### src/rtl/pc_unit.sv
// pc_unit -- program counter and fetch-request controller.
//
// Holds the architectural PC, presents it to instruction memory as a fetch
// request and selects the next PC from trap, branch, halt, stall and
// sequential-advance requests. A four-state FSM (RESET, FETCH, HALTED, ERROR)
// sequences the unit; a misaligned branch target parks it in ERROR until a
// trap or reset.
//
// Optional feature: define PC_UNIT_C_EXT_EN to add the isCompressed input.
// With it, the sequential increment becomes 2 for 16-bit instructions and
// branch targets need only be 2-byte aligned. Without it, the increment is
// always 4 and targets must be 4-byte aligned.
//
// Parameters
//   XLEN          datapath / PC width (32 or 64)
//   RESET_VECTOR  PC value loaded while reset is asserted
//   TRAP_VECTOR   PC value loaded on trap
//
// Ports
//   clock         rising-edge clock
//   reset         asynchronous active-high reset
//   stall         hold PC, no sequential advance
//   branchTaken   redirect to branchTarget
//   branchTarget  redirect address
//   trap          redirect to TRAP_VECTOR (from FETCH, HALTED or ERROR)
//   halt          enter HALTED from FETCH
//   resume        leave HALTED
//   fetchReady    instruction memory accepts the current PC
//   isCompressed  current instruction is 16-bit (PC_UNIT_C_EXT_EN only)
//   fetchValid    PC is a valid fetch request (FETCH state only)
//   PC            registered current PC
//   outPCAdder    PC + increment, wrapping modulo 2^XLEN
//   misaligned    sticky misaligned-target flag, cleared only by reset
//   state         FSM state encoding

module pc_unit #(
  parameter int              XLEN         = 32,
  parameter logic [XLEN-1:0] RESET_VECTOR = '0,
  parameter logic [XLEN-1:0] TRAP_VECTOR  = XLEN'(32'h0000_0100)
) (
  input  logic            clock,
  input  logic            reset,
  input  logic            stall,
  input  logic            branchTaken,
  input  logic [XLEN-1:0] branchTarget,
  input  logic            trap,
  input  logic            halt,
  input  logic            resume,
  input  logic            fetchReady,
`ifdef PC_UNIT_C_EXT_EN
  input  logic            isCompressed,
`endif
  output logic            fetchValid,
  output logic [XLEN-1:0] PC,
  output logic [XLEN-1:0] outPCAdder,
  output logic            misaligned,
  output logic [1:0]      state
);

  typedef enum logic [1:0] {
    ST_RESET  = 2'b00,
    ST_FETCH  = 2'b01,
    ST_HALTED = 2'b10,
    ST_ERROR  = 2'b11
  } state_t;

  state_t cur_state;
  logic   compressed;
  logic   tgt_aligned;

`ifdef PC_UNIT_C_EXT_EN
  assign compressed = isCompressed;

  // Halfword-aligned instructions are legal once 16-bit encodings exist.
  function automatic logic target_aligned(input logic [1:0] low);
    return (low & 2'b01) == 2'b00;
  endfunction
`else
  assign compressed = 1'b0;

  function automatic logic target_aligned(input logic [1:0] low);
    return low == 2'b00;
  endfunction
`endif

  function automatic logic [XLEN-1:0] pc_increment(input logic is_16bit);
    return is_16bit ? XLEN'(2) : XLEN'(4);
  endfunction

  // Plain XLEN-bit addition: the carry out is dropped, giving the modulo wrap.
  assign outPCAdder  = PC + pc_increment(compressed);
  assign tgt_aligned = target_aligned(branchTarget[1:0]);
  assign state       = cur_state;

  // fetchValid is registered alongside the state so it is high exactly in
  // FETCH; every transition into FETCH sets it and every exit clears it.
  always_ff @(posedge clock or posedge reset) begin
    if (reset) begin
      cur_state  <= ST_RESET;
      PC         <= RESET_VECTOR;
      fetchValid <= 1'b0;
      misaligned <= 1'b0;
    end else begin
      case (cur_state)
        ST_RESET: begin
          cur_state  <= ST_FETCH;
          fetchValid <= 1'b1;
        end

        ST_FETCH: begin
          if (trap) begin
            PC <= TRAP_VECTOR;
          end else if (branchTaken) begin
            // A redirect abandons any un-accepted fetch; fetchReady is moot.
            if (tgt_aligned) begin
              PC <= branchTarget;
            end else begin
              cur_state  <= ST_ERROR;
              fetchValid <= 1'b0;
              misaligned <= 1'b1;
            end
          end else if (halt) begin
            cur_state  <= ST_HALTED;
            fetchValid <= 1'b0;
          end else if (fetchValid && fetchReady && !stall) begin
            PC <= outPCAdder;
          end
        end

        ST_HALTED: begin
          if (trap) begin
            cur_state  <= ST_FETCH;
            fetchValid <= 1'b1;
            PC         <= TRAP_VECTOR;
          end else if (resume) begin
            cur_state  <= ST_FETCH;
            fetchValid <= 1'b1;
          end
        end

        ST_ERROR: begin
          // misaligned deliberately survives the trap exit.
          if (trap) begin
            cur_state  <= ST_FETCH;
            fetchValid <= 1'b1;
            PC         <= TRAP_VECTOR;
          end
        end

        default: begin
          cur_state  <= ST_RESET;
          fetchValid <= 1'b0;
        end
      endcase
    end
  end

endmodule

### config.mk
export PLATFORM = sky130hd
export DESIGN_NAME = pc_unit
export DESIGN_NICKNAME = d
export VERILOG_FILES = /design/src/rtl/pc_unit.sv
export SDC_FILE = /design/constraint.sdc
export NUM_CORES = 1
export LEC_CHECK = 0
export BUFFER_PORTS_ARGS = -buffer_cell sky130_fd_sc_hd__buf_2
export CORE_ASPECT_RATIO = 0.8
export CORE_MARGIN = 5
export CORE_UTILIZATION = 40
export DETAILED_ROUTE_END_ITERATION = 10
export PLACE_DENSITY_LB_ADDON = 0.15
export RECOVER_POWER = 100
export SYNTH_ARGS = -nofsm -noshare
export SYNTH_HDL_FRONTEND = slang
export SYNTH_SLANG_ARGS = --single-unit
### constraint.sdc
create_clock -name clock -period 2.9 [get_ports clock]
set_input_delay 0.58 -clock clock [delete_from_list [all_inputs] [get_ports clock]]
set_output_delay 0.58 -clock clock [all_outputs]
set_load 0.03 [all_outputs]
==> key figures, run 1 <==
Synthesis
  – Gate count of the mapped netlist: 330
  – Register area share after synthesis: between 30% and 40%
  – Post-synth EDFFs: 0
  – Ys async rst share: between 90% and 100%
  – Post-synthesis cell area: about 2700 sq um
  – Post-Syn Nets: around 370
  – Cell variety after synth: between 50 and 60
  – Synthesized flop and latch total: 36
  – Syn avg cell area: 8.16 sq um
  – Most common flop cell mapped by yosys: dfrtp_1
  – Synthesis Warnings: 0

Finish
  – N_diodes: 0
  – Most frequent cells in the layout: 53 x clkbuf_1, 49 x buf_2, 39 x o21ai_0
  – FF/Latch Area: 910 sq um
  – Final instance area: around 3400 sq um
  – Share of post-route cells with drive strength above 1: about a quarter
  – Nets@finish: 475
  – Area grow syn2layout: 26.0%
  – Layout Cells excl Fill: between 500 and 600
  – Multi-input logic area: roughly 1700 sq um
  – Fillers: between 600 and 700
  – Commonest non-fill, non-tap cell in the layout: clkbuf_1

Timing
  – Fin crit share: 96.5%
  – Minimum clock period after layout: 2.80 ns
  – Fin Setup TNS: 0 ns
  – Hold_ws: 0.494 ns
  – Clk_skew: approximately 0.0073 ns
  – Unrepaired setup endpoints after global routing: no
  – Final Hold Viols: 0
  – Final setup fails: 0
  – Final worst slack: between 0.1 and 0.15 ns
  – Max transition margin: -35.3%
  – Max-slew violations: 37
  – Worst slew pin tran: between 2 and 2.5 ns
  – FMAX: roughly 360 MHz

Status
  – Violated checks: max-capacitance violations, max-slew violations
  – Status: finished with violations

Power
  – Power Dens Cells: ~470 nW/um^2
  – Maximum VDD drop: approximately 0.36 mV
  – Reg power frac: about two fifths
  – Clock Power Share: between 20% and 30%
  – Internal power: 0.921 mW
  – Psw: around 0.68 mW
  – Comb pwr share: between 30% and 40%
  – Static leakage: 1.48 nW
  – Switching share of power: roughly 42%

Routing
  – Final WL: 8840 um
  – DRT antenna net count: 0
  – Via count: around 3000
  – Iter 0 DRT Violations: 210
  – DRT Pass-1 Iters: 4
  – DRC viols: 0
  – Mean number of vias per cell: 5.72
  – WL per Instance: 17.0 um

Global route
  – First-pass GRT wire length: about 15000 um
  – Pin count of the biggest net entering global routing: 39
  – Initial antenna violation count: 0
  – Number of global-route vias before repair: just under 3000
  – GRT Util Overall: 21.5%
  – GRT overflow: 0

Critical path
  – Max FO, Critical Path: 7
  – Worst path arrival time: about 2.2 ns
  – WS Path Type: register to output pin
  – Req. time, crit path: around 2.3 ns
  – CP Capture Type: output pin
  – Startpoint types: register

Placed design
  – IO buf count: 107
  – Area post-placement: 3340 sq um
  – Post-DP HPWL: around 6400 um
  – Dpl cells: 511
  – Placement Setup Slack: 0.280 ns
  – GPL Wtd Cong: 0.922

Clock network
  – CTS sink count: 36
  – H-tree depth: 2
  – Post-CTS resize count: 1
  – Max clock buf depth: 2
  – CTS Root Cell: clkbuf_8
  – Worst-Skew Late Latency: 0.30 ns
  – Post-CTS Setup Inserts: 0
  – CTS tree: built
  – Hold_buf cts: 0
  – Num CTS Buffers: 5
  – Clock Pin Slew Worst Setup and Hold Paths: 0.08 ns

Floorplan
  – Die X: 102 um
  – Core area: between 6000 and 7000 sq um
  – Row count: 26
  – Initial core utilization: between 40% and 50%
  – Die ar.: 8480 sq um
  – Num ports: 108
  – Die height: 83.4 um

Hold path
  – Hold crit path type: input port to register

Run
  – Max-Cap Viols: 1
-- cells by family after synthesis --
logic type,count (synthesis),share of synthesized area [%]
DFF,36,33.5
adders and majority gates,1,0.465
muxes,4,1.53
buffers and inverters,36,5.95
and+or+nand+nor,128,26.4
AOI/OAI and AO/OA,97,23.1
xor gates and xnor gates,28,9.11
-- flip-flops by register name (all words and copies together) (netlist names) --
signal	count
PC	32
fetchValid	1
misaligned	1
state	2
-- worst paths after layout --
kind	to	slack [ns]	cells after the start	from
setup / recovery	outPCAdder[31]	0.10	6	PC[20]$_DFFE_PP0P_
hold / removal	PC[27]$_DFFE_PP0P_	0.49	3	branchTarget[27]
setup reg to reg	PC[12]$_DFFE_PP0P_	0.43	6	state[1]$_DFFE_PP0P_
hold reg to reg	misaligned$_DFFE_PP0P_	0.51	1	misaligned$_DFFE_PP0P_
max in group asynchronous	PC[7]$_DFFE_PP0P_	0.58	3	reset
min in group asynchronous	PC[6]$_DFFE_PP0P_	1.00	3	reset
-- power by group through the flow --
stage | registers [mW] | clock network [mW] | logic (mW)
2_1_floorplan | 0.717 | 0 | 0.335
3_3_place_gp | 0.656 | 0 | 0.582
3_5_place_dp | 0.658 | 0 | 0.583
4_1_cts | 0.649 | 0.396 | 0.586
5_1_grt | 0.669 | 0.417 | 0.616
6_report | 0.655 | 0.387 | 0.558
-- cell usage after synthesis, types with 2 or more instances --
library cell | n | area share [%]
nor2b_1 | 4 | 0.93
nand3_1 | 15 | 2.8
buf_4 | 4 | 1.1
a32oi_1 | 2 | 0.65
nor4_1 | 5 | 1.2
nand2_1 | 28 | 3.9
a22oi_1 | 6 | 1.7
inv_1 | 8 | 1.1
dfrtp_1 | 36 | 33
clkbuf_1 | 16 | 2.2
xnor2_1 | 20 | 6.5
o311ai_0 | 6 | 2.0
buf_2 | 6 | 1.1
a41oi_1 | 6 | 2.0
o31a_1 | 2 | 0.65
clkbuf_2 | 2 | 0.37
and2_1 | 6 | 1.4
nor2_1 | 24 | 3.3
a31oi_1 | 6 | 1.4
nor3_1 | 8 | 1.5
xor2_1 | 8 | 2.6
or4_1 | 2 | 0.56
o211ai_1 | 4 | 1.1
a21oi_1 | 13 | 2.4
o21bai_1 | 2 | 0.56
mux2i_1 | 3 | 1.1
o21ai_0 | 40 | 7.4
nor3b_1 | 4 | 1.1
nand4_1 | 11 | 2.6
and3_1 | 7 | 1.6
-- per-stage QoR --
step	utilization [%]	power (mW)
2_1_floorplan	-	1.05
3_3_place_gp	51.5	1.24
3_5_place_dp	51.5	1.24
4_1_cts	53.0	1.63
5_1_grt	52.4	1.70
6_report	52.4	1.60
-- cell type report --
type / instances / share of cell area (%)
inverters: 8 / 0.885
clock buffers: 6 / 2.43
well taps: 84 / 3.10
flip-flops and latches: 36 / 26.8
multi-input cells: 258 / 48.9
clock inverters: 2 / 0.295
repair buffers: 125 / 17.6
-- critical path, cell delays in order (launching register included) --
cell	delay, ns
dfrtp_1	0.47
nand4_1	0.21
nor4_2	0.40
nand2_1	0.12
nor3_1	0.25
xor2_1	0.23
buf_2	0.23
-- per-layer routing --
layer / global-route usage [%] / routed length [um] / vias up
li1: - / - / 1423
met5: 0 / 0 / -
met2: 32.8 / 3970 / 145
met3: 5.28 / 904 / 4
met1: 31.1 / 3920 / 1399
met4: 3.50 / 39 / 0
Power figures use the tool's default switching activity.
==> run 2, diff against run 1 <==
==> constraint.sdc (replaced) <==
create_clock -name clock -period 2.9 [get_ports clock]
set_input_delay 0.29 -clock clock [delete_from_list [all_inputs] [get_ports clock]]
set_output_delay 0.29 -clock clock [all_outputs]
set_load 0.03 [all_outputs]
==> key figures, run 2 (synthesis results as in run 1) <==
Power
  – Internal power: 0.923 mW (was 0.921 mW)
  – Power Dens Cells: 477 nW/um^2 (was 472 nW/um^2)
  – Reg power frac: 40.7% (was 40.9%)
  – Psw: 0.658 mW (was 0.678 mW)
  – Comb pwr share: 35.7% (was 34.9%)
  – Maximum VDD drop: 0.426 mV (was 0.356 mV)
  – Switching share of power: 41.6% (was 42.4%)
  – Static leakage: 1.45 nW (was 1.48 nW)
  – Clock Power Share: 23.6% (was 24.2%)

Finish
  – Largest register FFs: 32 (unchanged)
  – N_diodes: 0 (unchanged)
  – Nets@finish: 471 (was 475)
  – Area grow syn2layout: 23.1% (was 26.0%)
  – Final instance area: 3310 sq um (was 3390 sq um)
  – Largest reg by FF count: PC (unchanged)
  – Multi-input logic area: 1630 sq um (was 1660 sq um)
  – Fillers: 657 (was 679)
  – Commonest non-fill, non-tap cell in the layout: clkbuf_1 (unchanged)
  – Layout Cells excl Fill: 515 (was 519)
  – Share of post-route cells with drive strength above 1: 18.8% (was 23.7%)
  – Most frequent cells in the layout: 59 x clkbuf_1, 44 x buf_2, 40 x o21ai_0 (was 53 x clkbuf_1, 49 x buf_2, 39 x o21ai_0)
  – Final core utilization: 51.2% (was 52.4%)
  – FF/Latch Area: 901 sq um (was 910 sq um)

Clock network
  – Post-CTS resize count: 0 (was 1)
  – CTS sink count: 36 (unchanged)
  – Num CTS Buffers: 5 (unchanged)
  – CTS Root Cell: clkbuf_8 (unchanged)
  – CTS tree: built (unchanged)
  – H-tree depth: 2 (unchanged)
  – Hold_buf cts: 0 (unchanged)
  – Clock Pin Slew Worst Setup and Hold Paths: 0.07 ns (was 0.08 ns)
  – Post-CTS Setup Inserts: 0 (unchanged)
  – Max clock buf depth: 2 (unchanged)
  – Worst-Skew Late Latency: 0.28 ns (was 0.30 ns)

Timing
  – Clk_skew: 0.00743 ns (was 0.00733 ns)
  – Final setup fails: 0 (unchanged)
  – Final worst slack: 0.212 ns (was 0.100 ns)
  – Max transition margin: -33.5% (was -35.3%)
  – Max-slew violations: 37 (unchanged)
  – Fin Setup TNS: 0 ns (unchanged)
  – Fin crit share: 92.7% (was 96.5%)
  – Final Hold Viols: 0 (unchanged)
  – Unrepaired setup endpoints after global routing: no (unchanged)
  – Minimum clock period after layout: 2.69 ns (was 2.80 ns)
  – Worst slew pin tran: 2.00 ns (was 2.03 ns)
  – FMAX: 372 MHz (was 357 MHz)

Critical path
  – CP max stage cell: dfrtp_1 (unchanged)
  – Max FO, Critical Path: 9 (was 7)
  – Worst path arrival time: 2.40 ns (was 2.22 ns)
  – Worst reg2reg setup slack: 0.46 ns (was 0.43 ns)
  – WS Path Type: register to output pin (unchanged)
  – Worst path cell trace: nand3_1, nor3_1, buf_4, and3_1, nand4_1, xnor2_1, clkbuf_2 (was nand4_1, nor4_2, nand2_1, nor3_1, xor2_1, buf_2)
  – Max stage delay on crit path: 0.52 ns (was 0.47 ns)
  – CP Capture Type: output pin (unchanged)
  – Req. time, crit path: 2.61 ns (was 2.32 ns)
  – Startpoint types: register (unchanged)

Global route
  – GRT overflow: 0 (unchanged)
  – Pin count of the biggest net entering global routing: 37 (was 39)
  – GRT Util Overall: 20.2% (was 21.5%)
  – Number of global-route vias before repair: 2757 (was 2928)
  – First-pass GRT wire length: 14100 um (was 14800 um)
  – Initial antenna violation count: 0 (unchanged)

Routing
  – Final WL: 8520 um (was 8840 um)
  – DRT antenna net count: 0 (unchanged)
  – Via count: 2901 (was 2971)
  – DRT Pass-1 Iters: 4 (unchanged)
  – WL per Instance: 16.5 um (was 17.0 um)
  – Iter 0 DRT Violations: 136 (was 210)
  – DRC viols: 0 (unchanged)
  – Mean number of vias per cell: 5.63 (was 5.72)

Placed design
  – Dpl cells: 507 (was 511)
  – Post-DP HPWL: 6400 um (was 6430 um)
  – Placement Setup Slack: 0.545 ns (was 0.280 ns)
  – GPL Wtd Cong: 0.887 (was 0.922)
  – Area post-placement: 3310 sq um (was 3340 sq um)
  – IO buf count: 107 (unchanged)

Run
  – Max-Cap Viols: 1 (unchanged)

Floorplan
  – Die X: 102 um (unchanged)
  – Num ports: 108 (unchanged)
  – Die height: 83.4 um (unchanged)
  – Initial core utilization: 41.6% (unchanged)
  – Core area: 6470 sq um (unchanged)
  – Row count: 26 (unchanged)
  – Die ar.: 8480 sq um (unchanged)

Status
  – Violated checks: max-capacitance violations, max-slew violations (unchanged)
  – Status: finished with violations (unchanged)

Hold path
  – Hold crit path type: input port to register (unchanged)
[run 2: final timing paths]
path | depth (start not counted) | from | to
worst max-delay path | 7 | PC[4]$_DFFE_PP0P_ | outPCAdder[27]
worst min-delay path | 3 | branchTarget[29] | PC[29]$_DFFE_PP0P_
worst max register to register | 6 | state[1]$_DFFE_PP0P_ | PC[31]$_DFFE_PP0P_
worst min register to register | 1 | misaligned$_DFFE_PP0P_ | misaligned$_DFFE_PP0P_
max in group asynchronous | 3 | reset | PC[29]$_DFFE_PP0P_
min in group asynchronous | 3 | reset | PC[8]$_DFFE_PP0P_
[run 2: power by group through the flow]
stage	logic, mW	clock network (mW)	registers, mW
4_1_cts	0.595	0.378	0.642
3_3_place_gp	0.587	0	0.648
5_1_grt	0.617	0.398	0.659
3_5_place_dp	0.594	0	0.651
2_1_floorplan	0.335	0	0.717
6_report	0.565	0.372	0.644
[run 2: layer usage]
metal | GRT usage [%] | part of all wire, % | up-vias
met2 | 29.5 | 44 | 115
met4 | 2.90 | 0.67 | 0
met1 | 31.4 | 47 | 1360
met5 | 0 | 0 | -
met3 | 3.52 | 8.1 | 6
li1 | - | - | 1420
[run 2: through the flow]
stage | hold WS, ns | total power [mW]
final | 0.214 | 1.58
after global routing | 0.210 | 1.67
after CTS | 0.124 | 1.62
after detailed placement | 0.430 | 1.24
after global placement | 0.432 | 1.24
after floorplan | 0.406 | 1.05
[run 2: critical path: cells and delay by family (launching register included)]
family / cells / cell delay (ns)
simple gates: 4 / 1.01
flops: 1 / 0.52
buf+inv: 2 / 0.41
xor+xnor: 1 / 0.17
[run 2: area by class of cell]
class / instances / area share, %
Multi-Input combinational cell: 258 / 49.2
Clock buffer: 8 / 2.72
Inverter: 8 / 0.906
Sequential cell: 36 / 27.2
Tap cell: 84 / 3.17
Timing Repair Buffer: 121 / 16.8
